## src/rtl/sipo_deserializer_if.sv

```systemverilog
// Serial bit stream in, assembled words out on a valid/ready port, plus the frame, count and overrun side signals.
// The master modport drives the link and consumes words. The slave modport is the deserializer.
interface sipo_deserializer_if #(
    parameter int WIDTH = 4
);
    localparam int CW = $clog2(WIDTH + 1);

    logic             sin;
    logic             sin_en;
    logic             sync;
    logic [WIDTH-1:0] dout;
    logic             dout_valid;
    logic             dout_ready;
    logic [CW-1:0]    bit_cnt;
    logic             overrun;
    logic             overrun_clr;

    modport master (
        output sin,
        output sin_en,
        output sync,
        output dout_ready,
        output overrun_clr,
        input  dout,
        input  dout_valid,
        input  bit_cnt,
        input  overrun
    );

    modport slave (
        input  sin,
        input  sin_en,
        input  sync,
        input  dout_ready,
        input  overrun_clr,
        output dout,
        output dout_valid,
        output bit_cnt,
        output overrun
    );
endinterface

```

## src/rtl/sipo_deserializer.sv

```systemverilog
// Strobed serial-to-parallel receiver. A word appears in the holding register on the edge that samples its last bit.
// A word that completes while the held word is stalled (dout_ready=0) is dropped and sets sticky overrun. Shifting never stalls.
module sipo_deserializer #(
    parameter int WIDTH     = 4,
    parameter bit MSB_FIRST = 1'b1
) (
    input  logic               clk,
    input  logic               rst,
    sipo_deserializer_if.slave bus
);
    localparam int            CW   = $clog2(WIDTH + 1);
    localparam logic [CW-1:0] LAST = CW'(WIDTH - 1);

    logic [WIDTH-1:0] r_sreg;
    logic [CW-1:0]    r_bit_cnt;
    logic [WIDTH-1:0] r_dout;
    logic             r_dout_valid;
    logic             r_overrun;

    logic [WIDTH-1:0] w_sreg_next;
    logic             w_complete;
    logic             w_load;
    logic             w_drop;
    logic             w_consume;

    generate
        if (MSB_FIRST) begin : g_msb_first
            assign w_sreg_next = {r_sreg[WIDTH-2:0], bus.sin};
        end else begin : g_lsb_first
            assign w_sreg_next = {bus.sin, r_sreg[WIDTH-1:1]};
        end
    endgenerate

    // sync restarts the frame, so a final strobe that arrives alongside it never completes the old word.
    assign w_complete = bus.sin_en & ~bus.sync & (r_bit_cnt == LAST);
    assign w_consume  = r_dout_valid & bus.dout_ready;
    assign w_load     = w_complete & (~r_dout_valid | bus.dout_ready);
    assign w_drop     = w_complete & r_dout_valid & ~bus.dout_ready;

    always_ff @(posedge clk) begin
        if (rst) begin
            r_sreg       <= '0;
            r_bit_cnt    <= '0;
            r_dout       <= '0;
            r_dout_valid <= 1'b0;
            r_overrun    <= 1'b0;
        end else begin
            if (bus.sin_en) begin
                r_sreg <= w_sreg_next;
            end

            if (bus.sync) begin
                r_bit_cnt <= bus.sin_en ? CW'(1) : '0;
            end else if (bus.sin_en) begin
                r_bit_cnt <= w_complete ? '0 : r_bit_cnt + CW'(1);
            end

            // Load and consume can coincide: the old word leaves as the new one lands.
            if (w_load) begin
                r_dout       <= w_sreg_next;
                r_dout_valid <= 1'b1;
            end else if (w_consume) begin
                r_dout_valid <= 1'b0;
            end

            if (w_drop) begin
                r_overrun <= 1'b1;
            end else if (bus.overrun_clr) begin
                r_overrun <= 1'b0;
            end
        end
    end

    assign bus.dout       = r_dout;
    assign bus.dout_valid = r_dout_valid;
    assign bus.bit_cnt    = r_bit_cnt;
    assign bus.overrun    = r_overrun;
endmodule
```

## src/flat_wrapper.sv

```systemverilog
// flat-port wrapper written by rule: the top's interface ports become plain ports
module sipo_deserializer_flat 
#(
    parameter int WIDTH     = 4,
    parameter bit MSB_FIRST = 1'b1
)
  (clk, rst, bus_sin, bus_sin_en, bus_sync, bus_dout_ready, bus_overrun_clr, bus_dout, bus_dout_valid, bus_bit_cnt, bus_overrun);
  sipo_deserializer_if #(.WIDTH(WIDTH)) bus_i ();
  input  logic clk;
  input  logic rst;
  input wire logic [$bits(bus_i.sin)-1:0] bus_sin;
  input wire logic [$bits(bus_i.sin_en)-1:0] bus_sin_en;
  input wire logic [$bits(bus_i.sync)-1:0] bus_sync;
  input wire logic [$bits(bus_i.dout_ready)-1:0] bus_dout_ready;
  input wire logic [$bits(bus_i.overrun_clr)-1:0] bus_overrun_clr;
  output wire logic [$bits(bus_i.dout)-1:0] bus_dout;
  output wire logic [$bits(bus_i.dout_valid)-1:0] bus_dout_valid;
  output wire logic [$bits(bus_i.bit_cnt)-1:0] bus_bit_cnt;
  output wire logic [$bits(bus_i.overrun)-1:0] bus_overrun;
  assign bus_i.sin = bus_sin;
  assign bus_i.sin_en = bus_sin_en;
  assign bus_i.sync = bus_sync;
  assign bus_i.dout_ready = bus_dout_ready;
  assign bus_i.overrun_clr = bus_overrun_clr;
  assign bus_dout = bus_i.dout;
  assign bus_dout_valid = bus_i.dout_valid;
  assign bus_bit_cnt = bus_i.bit_cnt;
  assign bus_overrun = bus_i.overrun;
  sipo_deserializer #(.WIDTH(WIDTH), .MSB_FIRST(MSB_FIRST)) u_core (.clk(clk), .rst(rst), .bus(bus_i));
endmodule
```

## config.mk

```make
export PLATFORM = sky130hd
export DESIGN_NAME = sipo_deserializer_flat
export DESIGN_NICKNAME = d
export VERILOG_FILES = /design/src/rtl/sipo_deserializer_if.sv /design/src/rtl/sipo_deserializer.sv /design/src/flat_wrapper.sv
export SDC_FILE = /design/constraint.sdc
export NUM_CORES = 1
export LEC_CHECK = 0
export BUFFER_PORTS_ARGS = -buffer_cell sky130_fd_sc_hd__buf_2
export CAP_MARGIN = 20
export CORE_MARGIN = 2
export CORE_UTILIZATION = 34
export DETAILED_ROUTE_END_ITERATION = 10
export PLACE_DENSITY = 0.54
export SLEW_MARGIN = 20
export SYNTH_ARGS = -nofsm -noshare
export SYNTH_HDL_FRONTEND = slang
export SYNTH_SLANG_ARGS = --single-unit
```

## constraint.sdc

```tcl
create_clock -name clk -period 1.7 [get_ports clk]
set_input_delay 0.085 -clock clk [delete_from_list [all_inputs] [get_ports clk]]
set_output_delay 0.085 -clock clk [all_outputs]
set_load 0.02 [all_outputs]
```

==> results of run 1 <==
[metal layers]
layer	vias to the layer above	global-route usage
li1	213	-
met1	177	0.1558
met2	10	0.1559
met3	2	0.03673
met4	0	0.1091
met5	-	0
[state kept, by name (all words and copies together) (netlist names)]
signal	flops
u_core.bus.overrun	1
u_core.bus.dout_valid	1
u_core.bus.dout	4
u_core.r_sreg	3
u_core.bus.bit_cnt	3
[cells by family after synthesis]
group / after synthesis / share of synthesized area
DFF: 12 / 0.4324
AOI/OAI and AO/OA: 5 / 0.05631
muxes: 7 / 0.1261
adders and majority gates: 1 / 0.02252
and+or+nand+nor: 24 / 0.3153
buffers and inverters: 3 / 0.04729
[synthesized netlist by cell type]
master,number
or2b_2,6
nor3_1,1
nor4_4,1
inv_1,1
a21oi_1,2
a31oi_1,2
dfxtp_1,12
nand4_1,1
ha_1,1
mux2i_1,7
a311oi_1,1
nand2b_1,5
and3_2,1
buf_6,2
and2b_2,2
nand2_4,1
nor2_1,6
[cell type report]
class                      count  share of cell area
clock buffer                   3             0.03462
inverter                       1            0.005769
multi-input combinational     37              0.4442
sequential                    12              0.3692
tap                           16             0.03077
timing repair buffer          15              0.1154
[critical path: cells and delay by family (launching register included)]
family | cells | cell delay [ns]
mux | 1 | 0.23
simple gates | 2 | 0.45
fa+ha+maj | 1 | 0.27
flops | 1 | 0.37
[where the power goes]
| group | total, uW | switching (uW) | leakage, uW | internal, uW |
|---|---|---|---|---|
| Sequential | 290 | 3.59 | 0.0000973 | 286 |
| Combinational | 41.8 | 22.9 | 0.000183 | 18.9 |
| Clock | 169 | 87.2 | 0.0000138 | 81.9 |
[through the flow]
stage               cell area, sq um  total power [uW]    util
CTS                            650.6             505.6  0.4269
global placement               628.1             338.3  0.4122
finish                         650.6             500.5  0.4269
floorplan                      555.5             326.5       -
detailed placement             628.1             338.3  0.4122
global route                   650.6             528.5  0.4269
[worst paths after layout]
check,endpoint
min reg2reg,u_core.bus.overrun$_SDFFE_PP0P_
max,u_core.bus.dout[1]$_SDFFE_PP0P_
max reg2reg,u_core.bus.dout[1]$_SDFFE_PP0P_
min,u_core.r_sreg[0]$_SDFFE_PP0P_
==> flow_metrics.py, run 1 <==
metrics = {
    "routing": {
        "maxUsedRoutingLayer": "met4",
        "drt_iter0_drc": 4,
        "drt_wl_total_microns": 903,
        "wl_per_cell_microns": 10.75,
        "wl_met2_microns": 388,
        "wl_met1_microns": 452,
        "wl_met3_microns": 46,
        "dr.pass1.iters": 3,
        "drc": 0,
        "vias": 402,
        "antenna_left": 0,
        "via_per_inst": 4.786,
    },
    "hold_path": {
        "hold_path_class": "input pin to register",
        "hp-start": "bus_sin",
        "holdPathStages": 3,
    },
    "flow_run": {
        "cap_violations": 0,
    },
    "pwr": {
        "power-per-cell-area_mw_per_mm2": 769.2,
        "ir_drop_v": 0.0003216,
        "p_leak_uw": 0.0002936,
    },
    "layout": {
        "seq_area_sq_um": 240.2,
        "area_growth_pct": 17.12,
        "antenna_cells": 0,
        "layout_commonest_cell": "buf_2",
        "multi_input_area_sq_um": 289.0,
        "layout-drive-gt1-share": 0.4265,
        "nFillCells": 160,
        "final_cell_mix": "buf_2, dfxtp_1, mux2i_1",
        "stdcell_count": 84,
        "final_nets": 78,
    },
    "setup_path": {
        "cp-start-kind": "register",
        "cp_cell_sequence": "ha_1 -> nand2_4 -> nor4_4 -> mux2i_1",
        "rr_startpoint": "u_core.bus.bit_cnt[0]$_SDFFE_PP0P_",
        "critPathKind": "register to register",
        "cp_slowest_cell": "dfxtp_1",
        "reg2reg_depth": 4,
        "worstPathRequired_ns": 1.90,
        "crit_arrival_ns": 1.58,
        "slowest_delay_ns": 0.37,
        "reg2reg_slack_ns": 0.32,
        "worstPathMaxFanout": 4,
        "critPathLaunch": "u_core.bus.bit_cnt[0]$_SDFFE_PP0P_",
        "cp-end-kind": "register",
    },
    "grt": {
        "grt_usage": 0.1200,
        "overflow": 0,
        "grt_pass1_vias": 362,
        "grt_max_degree": 17,
        "grt_pass1_wl_mm": 1.635,
        "antenna_found_initial": 0,
    },
    "floorplanning": {
        "io_pins": 16,
        "fp-row-count": 14,
        "start_util": 0.3645,
        "die_w_microns": 44.42,
        "die-height_microns": 44.42,
        "dieArea_sq_mm": 0.001973,
        "coreArea_sq_mm": 0.001524,
    },
    "yosys": {
        "ys_ff_latch": 12,
        "yosys.area.top_type_share": 0.4324,
        "postSynthCellCount": 52,
        "yosys_warnings": 0,
        "synth.distinct_cells": 17,
        "synthTopCellsByArea": "dfxtp_1, mux2i_1, or2b_2, nand2b_1, buf_6",
        "yosysSeqAreaShare": 0.4324,
        "synthesis.nets": 60,
        "avgSynthCellArea_sq_um": 10.68,
        "synth_area_sq_um": 555.5,
        "synth_largest_area_cell": "dfxtp_1",
    },
    "placement": {
        "dp_cells": 81,
        "dp_worst_setup_slack_ns": 0.3227,
        "port_buffers": 15,
        "gp_congestion": 0.6700,
        "hpwl_microns": 658.9,
    },
    "clock_tree": {
        "cts_hold_buf": 0,
        "cts.root.buffer_cell": "clkbuf_4",
        "cts_resized": 0,
        "numCtsBuffers": 3,
        "cts_tree": "built",
        "post-cts-setup-buffer-count": 0,
        "clkSlewWorstSetupHoldPaths_ns": 0.07,
        "clock-sinks": 12,
        "cts_htree_levels": 1,
        "clock_latency_ns": 0.27,
        "cts.path.max_buffers": 2,
    },
    "sta": {
        "rsz0062_at_grt": "no",
        "fin_ws_ns": 0.3174,
        "holdWs_ns": 0.07128,
        "finClkSkew_ns": 0.003212,
        "tightest_slew_ns": 0.3894,
        "fmax_mhz": 723.3,
        "fin_tns_setup_ns": 0,
        "finalHoldViolCount": 0,
        "fin_crit_sh": 0.8133,
        "finalMaxSlewViolations": 0,
        "setup_viol": 0,
        "slew_headroom": 0.7385,
        "fin_crit_ns": 1.383,
    },
    "run_status": {
        "status": "complete, no violations",
    },
}
Note: power is estimated with default switching activity, not from simulation.
==> inputs of run 2 (changes only) <==
--- a/config.mk
+++ b/config.mk
@@ -5,6 +5,7 @@
 export SDC_FILE = /design/constraint.sdc
 export NUM_CORES = 1
 export LEC_CHECK = 0
+export ABC_AREA = 1
 export BUFFER_PORTS_ARGS = -buffer_cell sky130_fd_sc_hd__buf_2
 export CAP_MARGIN = 20
 export CORE_MARGIN = 2
==> constraint.sdc (replaced) <==
create_clock -name clk -period 1.3 [get_ports clk]
set_input_delay 0.065 -clock clk [delete_from_list [all_inputs] [get_ports clk]]
set_output_delay 0.065 -clock clk [all_outputs]
set_load 0.02 [all_outputs]
==> run 2 against run 1 <==
Final cell count rose by 30%. Core utilization rose by 2.3 points. Die area rose by 4.3%. Non-clock buffer count did not move. Sequential cell count did not move. Setup slack got worse by 0.17 ns. Via count rose by 21%. Highest routed layer unchanged. Sequential power rose by 32%.
==> flow_metrics.py, run 2 <==
metrics = {
    "clock_tree": {
        "cts.path.max_buffers": 2,
        "clock_latency_ns": 0.27,
        "cts_hold_buf": 0,
        "cts_resized": 0,
        "clock-sinks": 12,
        "cts.root.buffer_cell": "clkbuf_4",
        "cts_tree": "built",
        "cts_htree_levels": 1,
        "post-cts-setup-buffer-count": 0,
        "numCtsBuffers": 3,
        "clkSlewWorstSetupHoldPaths_ns": 0.08,
    },
    "placement": {
        "hpwl_microns": 788.6,
        "port_buffers": 15,
        "dp_worst_setup_slack_ns": 0.1623,
        "gp_congestion": 0.7420,
    },
    "floorplanning": {
        "start_util": 0.3732,
        "io_pins": 16,
        "coreArea_sq_mm": 0.001559,
        "dieArea_sq_mm": 0.002058,
        "die_w_microns": 45.37,
        "die-height_microns": 45.37,
        "fp-row-count": 14,
    },
    "grt": {
        "grt_max_degree": 11,
        "use_met2": 0.1743,
        "met1_usage": 0.1671,
        "grt.busiest_layer": "met2",
        "antenna_found_initial": 0,
        "overflow": 0,
        "grt_pass1_wl_mm": 1.794,
        "grt_usage": 0.1287,
        "use_met3": 0.03600,
        "grt_pass1_vias": 438,
    },
    "routing": {
        "drt_iter0_drc": 11,
        "antenna_left": 0,
        "vias": 486,
        "wl_per_cell_microns": 9.523,
        "dr.pass1.iters": 2,
        "drt_wl_total_mm": 1.038,
        "via_per_inst": 4.459,
        "drc": 0,
    },
    "sta": {
        "finClkSkew_ns": 0.0004818,
        "holdWs_ns": 0.01215,
        "fmax_mhz": 868.9,
        "fin_ws_ns": 0.1491,
        "fin_tns_setup_ns": 0,
        "rsz0062_at_grt": "no",
        "fin_crit_ns": 1.151,
        "finalHoldViolCount": 0,
        "finalMaxSlewViolations": 0,
        "setup_viol": 0,
        "tightest_slew_ns": 0.2351,
        "fin_crit_sh": 0.8853,
        "slew_headroom": 0.8433,
    },
    "pwr": {
        "clkPwrFrac": 0.403,
        "p_leak_uw": 0.0003316,
        "power-per-cell-area_mw_per_mm2": 1073,
        "power_switching_uw": 181.9,
        "ir_drop_v": 0.0005012,
        "combPwrFrac": 0.089,
        "p_seq_frac": 0.508,
        "total_power_uw": 753.3,
        "netSwitchingFraction": 0.2414,
        "intPower_uw": 571.4,
    },
    "layout": {
        "final_nets": 102,
        "final_cell_mix": "inv_1, buf_2, dfxtp_1",
        "area_growth_pct": 20.65,
        "largest_reg_flops": 4,
        "layout-drive-gt1-share": 0.3226,
        "layout_commonest_cell": "inv_1",
        "antenna_cells": 0,
    },
    "hold_path": {
        "worstHoldEndpoint": "u_core.bus.dout_valid$_SDFFE_PP0P_",
        "hold_path_class": "input pin to register",
        "holdPathStages": 2,
        "hp-start": "rst",
    },
    "setup_path": {
        "cp_cell_sequence": "ha_1 -> inv_1 -> nor2_4 -> nand3_4 -> nand2_1 -> inv_1 -> nor2_2",
        "path_common_cell": "inv_1",
        "cp-start-kind": "register",
        "cp-end-kind": "register",
        "worstPathRequired_ns": 1.52,
        "rr_startpoint": "u_core.bus.bit_cnt[0]$_SDFFE_PP0P_",
        "reg2reg_depth": 7,
        "worstPathMaxFanout": 5,
        "cp_slowest_cell": "dfxtp_1",
        "reg2reg_slack_ns": 0.15,
        "worstReg2RegEnd": "u_core.bus.dout[0]$_SDFFE_PP0P_",
        "crit_buf_inv": 2,
        "crit_arrival_ns": 1.37,
        "slowest_delay_ns": 0.38,
        "critPathKind": "register to register",
        "cp_top_family": "simple AND/OR/NAND/NOR gates",
    },
    "yosys": {
        "yosysMostFrequentCell": "inv_1",
        "yosys_most_used_dff": "dfxtp_1",
        "synthTopCellsByCount": "inv_1, dfxtp_1, nand2_1, a21oi_1, nand3_1",
        "synth.distinct_cells": 18,
        "synthesis.nets": 83,
        "ys_ff_latch": 12,
        "yosys.area.top_type_share": 0.4129,
        "yosysSeqAreaShare": 0.4129,
        "avgSynthCellArea_sq_um": 7.757,
        "async_flop_share": 0,
        "synthTopCellsByArea": "dfxtp_1, inv_1, a21oi_1, nand2_1, nand3_1",
        "synth_edf_count": 0,
        "synth_area_sq_um": 581.8,
        "synth_largest_area_cell": "dfxtp_1",
        "yosys_warnings": 0,
        "postSynthCellCount": 75,
    },
    "flow_run": {
        "cap_violations": 0,
    },
    "run_status": {
        "status": "complete, no violations",
    },
}
==> run 2: cell count changes after synthesis, moves of 3 or more <==
| cell | before | now |
|---|---|---|
| nor2_2 | 0 | 3 |
| nand3_1 | 0 | 6 |
| o21ai_0 | 0 | 3 |
| inv_1 | 1 | 17 |
| a21oi_1 | 2 | 8 |
| or2b_2 | 6 | 0 |
| nand2b_1 | 5 | 0 |
| nand2_1 | 0 | 10 |
| mux2i_1 | 7 | 0 |
==> run 2: final cells by class <==
cell class                 count  area, sq um
clock buffer                   4        36.28
sequential                    12        240.2
tap                           16        20.02
multi-input combinational     43        254.0
timing repair buffer          15        75.07
fill                         166        857.1
inverter                      19        76.32
==> run 2: how the worst max path moves through the flow <==
| stage | to | cells after the start | slack (ns) | start |
|---|---|---|---|---|
| 4_1_cts | u_core.bus.dout[0]$_SDFFE_PP0P_ | 7 | 0.15 | u_core.bus.bit_cnt[0]$_SDFFE_PP0P_ |
| 6_report | u_core.bus.dout[0]$_SDFFE_PP0P_ | 7 | 0.15 | u_core.bus.bit_cnt[0]$_SDFFE_PP0P_ |
| 2_1_floorplan | u_core.bus.dout[0]$_SDFFE_PP0P_ | 7 | 0.11 | u_core.bus.bit_cnt[0]$_SDFFE_PP0P_ |
| 3_3_place_gp | u_core.bus.dout[1]$_SDFFE_PP0P_ | 6 | 0.21 | u_core.bus.bit_cnt[0]$_SDFFE_PP0P_ |
| 5_1_grt | u_core.bus.dout[3]$_SDFFE_PP0P_ | 7 | 0.06 | u_core.bus.bit_cnt[0]$_SDFFE_PP0P_ |
| 3_5_place_dp | u_core.bus.dout[1]$_SDFFE_PP0P_ | 7 | 0.16 | u_core.bus.bit_cnt[0]$_SDFFE_PP0P_ |
==> run 2: power groups by stage <==
stage	Combinational, uW	Sequential, uW	Clock, uW
3_5_place_dp	67.9	391	0
6_report	67.2	382	304
3_3_place_gp	68.4	391	0
4_1_cts	68.0	382	314
5_1_grt	76.5	384	323
2_1_floorplan	45.3	395	0
==> run 2: metrics by stage <==
stage / util / instances / area, sq um
floorplan: - / 75 / 581.8
global placement: 0.4270 / 105 / 665.6
detailed placement: 0.4270 / 105 / 665.6
CTS: 0.4502 / 109 / 701.9
global route: 0.4502 / 109 / 701.9
finish: 0.4502 / 109 / 701.9
==> run 2: worst register-to-register path, delay by kind of cell, from the launching register on <==
kind	cells	cell delay [ns]
adder cells (fa/ha/maj)	1	0.21
buffers and inverters	2	0.12
flip-flops	1	0.38
AND/OR/NAND/NOR	4	0.39
==> run 2: layer usage <==
metal / wire length [microns] / share of wire
met1: 556 / 0.54
met2: 409 / 0.39
met3: 43 / 0.041
met4: 29 / 0.028
met5: 0 / 0
==> run 2: cells by family (layout without fill, tap and decap cells) <==
family          Yosys count  in the layout  synth area share
fa+ha+maj                 1              1           0.02150
simple gates             31             31            0.3204
compound gates           11             11           0.09462
flops                    12             12            0.4129
buf+inv                  20             38            0.1505
==> inputs of run 3 (changes only) <==
--- a/config.mk
+++ b/config.mk
@@ -5,10 +5,9 @@
 export SDC_FILE = /design/constraint.sdc
 export NUM_CORES = 1
 export LEC_CHECK = 0
-export ABC_AREA = 1
 export BUFFER_PORTS_ARGS = -buffer_cell sky130_fd_sc_hd__buf_2
 export CAP_MARGIN = 20
-export CORE_MARGIN = 2
+export CORE_MARGIN = 5
 export CORE_UTILIZATION = 34
 export DETAILED_ROUTE_END_ITERATION = 10
 export PLACE_DENSITY = 0.54
==> run 3 against run 2 <==
Non-clock buffer count grew 2. Fmax shrank 8.1%. Highest routed layer unchanged. Largest cell class unchanged. Critical path type unchanged. Via count shrank 16%.
==> flow_metrics.py, run 3 (same netlist as run 1, synthesis figures left out) <==
metrics = {
    "pwr": {
        "ir_drop_v": 0.0004491,
        "power-per-cell-area_mw_per_mm2": 1045,
        "power_switching_uw": 160.4,
        "netSwitchingFraction": 0.2195,
        "p_seq_frac": 0.516,
        "combPwrFrac": 0.083,
        "clkPwrFrac": 0.402,
        "p_leak_uw": 0.0003107,
        "intPower_uw": 570.2,
        "total_power_uw": 730.6,
    },
    "grt": {
        "antenna_found_initial": 0,
        "grt_usage": 0.08921,
        "overflow": 0,
        "grt_max_degree": 17,
        "grt_pass1_vias": 392,
        "grt_pass1_wl_mm": 1.738,
    },
    "clock_tree": {
        "cts_htree_levels": 1,
        "cts_hold_buf": 0,
        "numCtsBuffers": 3,
        "cts_tree": "built",
        "cts.path.max_buffers": 2,
        "clock_latency_ns": 0.27,
        "cts.root.buffer_cell": "clkbuf_4",
        "clock-sinks": 12,
        "clkSlewWorstSetupHoldPaths_ns": 0.08,
    },
    "sta": {
        "fmax_mhz": 798.1,
        "rsz0062_at_grt": "yes",
        "tightest_slew_ns": 0.2525,
        "finalMaxSlewViolations": 0,
        "fin_crit_sh": 0.9639,
        "finClkSkew_ns": 0.002194,
        "fin_crit_ns": 1.253,
        "setup_viol": 0,
        "slew_headroom": 0.8316,
        "finalHoldViolCount": 0,
    },
    "routing": {
        "drt_iter0_drc": 4,
        "vias": 410,
        "drt_wl_total_mm": 1.021,
        "wl_per_cell_microns": 11.74,
        "antenna_left": 0,
        "dr.pass1.iters": 2,
        "drc": 0,
        "via_per_inst": 4.713,
    },
    "floorplanning": {
        "dieArea_sq_mm": 0.002542,
        "die-height_microns": 50.42,
        "start_util": 0.3645,
        "fp-row-count": 14,
        "io_pins": 16,
        "die_w_microns": 50.42,
        "coreArea_sq_mm": 0.001524,
    },
    "placement": {
        "hpwl_microns": 721.3,
        "gp_congestion": 0.6243,
        "port_buffers": 15,
    },
    "setup_path": {
        "cp-end-kind": "register",
        "cp_slowest_cell": "dfxtp_4",
        "slowest_delay_ns": 0.36,
        "cp-start-kind": "register",
        "critPathKind": "register to register",
        "cp_cell_sequence": "ha_4 -> nand2_4 -> nor4_4 -> buf_4 -> mux2i_1",
        "worstPathRequired_ns": 1.50,
        "crit_arrival_ns": 1.45,
        "worstPathMaxFanout": 4,
    },
    "layout": {
        "antenna_cells": 0,
        "area_growth_pct": 25.90,
        "final_nets": 80,
        "final_util": 0.4589,
        "nFillCells": 159,
        "largest_reg_flops": 4,
        "final_cell_mix": "buf_2, dfxtp_1, mux2i_1",
        "layout-drive-gt1-share": 0.4930,
        "layout_commonest_cell": "buf_2",
    },
    "run_status": {
        "status": "complete, no violations",
    },
    "flow_run": {
        "cap_violations": 0,
    },
    "hold_path": {
        "hold_path_class": "input pin to register",
    },
}
## run 3: critical path, delay by kind of cell (launching register included)
family | cells | cell delay (ns)
flops | 1 | 0.36
simple gates | 2 | 0.31
buf+inv | 1 | 0.19
mux | 1 | 0.17
fa+ha+maj | 1 | 0.15
## run 3: metrics by stage
stage | std cells | hold slack, ns | worst slack (ns) | area (sq um) | TNS [ns]
after global placement | 81 | 0.3214 | -0.01460 | 643.1 | -0.01460
after global routing | 87 | 0.05417 | -0.05962 | 699.4 | -0.1180
after detailed placement | 81 | 0.3268 | -0.02316 | 643.1 | -0.07674
after floorplan | 52 | 0.1365 | 0.007431 | 570.5 | 0
final | 87 | 0.04744 | 0.04697 | 699.4 | 0
after CTS | 85 | 0.04504 | 0.03230 | 679.4 | 0
## run 3: what timing repair did
action                                  CTS  global route
resized for setup                         0             2
endpoints found under the setup margin    4             4
pin swaps                                 1             1
buffers inserted                          0             2
## run 3: power by group through the flow
| stage | clock network [uW] | logic (uW) | registers, uW |
|---|---|---|---|
| 6_report | 293 | 60.3 | 377 |
| 5_1_grt | 323 | 67.1 | 378 |
| 2_1_floorplan | 0 | 37.4 | 392 |
| 4_1_cts | 305 | 57.2 | 381 |
| 3_3_place_gp | 0 | 57.0 | 389 |
| 3_5_place_dp | 0 | 57.2 | 389 |
## run 3: routing by layer
layer | global-route usage | up-vias | wire (microns)
met5 | 0 | - | 0
met4 | 0.07660 | 0 | 23
met3 | 0.02071 | 2 | 65
met2 | 0.1172 | 9 | 429
met1 | 0.1196 | 180 | 503
li1 | - | 219 | -
## run 3: area by class of cell
cell class	instances	area [sq um]	area share
Clock buffer	4	36.28	0.05188
Inverter	1	3.754	0.005367
Multi-Input combinational cell	37	301.5	0.4311
Sequential cell	12	247.7	0.3542
Tap cell	16	20.02	0.02862
Timing Repair Buffer	17	90.09	0.1288
## run 3: worst paths after layout
path | from | to | slack [ns] | cells past startpoint
hold reg to reg | u_core.bus.dout[2]$_SDFFE_PP0P_ | u_core.bus.dout[2]$_SDFFE_PP0P_ | 0.48 | 2
setup / recovery | u_core.bus.bit_cnt[1]$_SDFFE_PP0P_ | u_core.bus.dout[2]$_SDFFE_PP0P_ | 0.05 | 5
setup reg to reg | u_core.bus.bit_cnt[1]$_SDFFE_PP0P_ | u_core.bus.dout[2]$_SDFFE_PP0P_ | 0.05 | 5
hold / removal | bus_sync | u_core.bus.bit_cnt[1]$_SDFFE_PP0P_ | 0.05 | 2
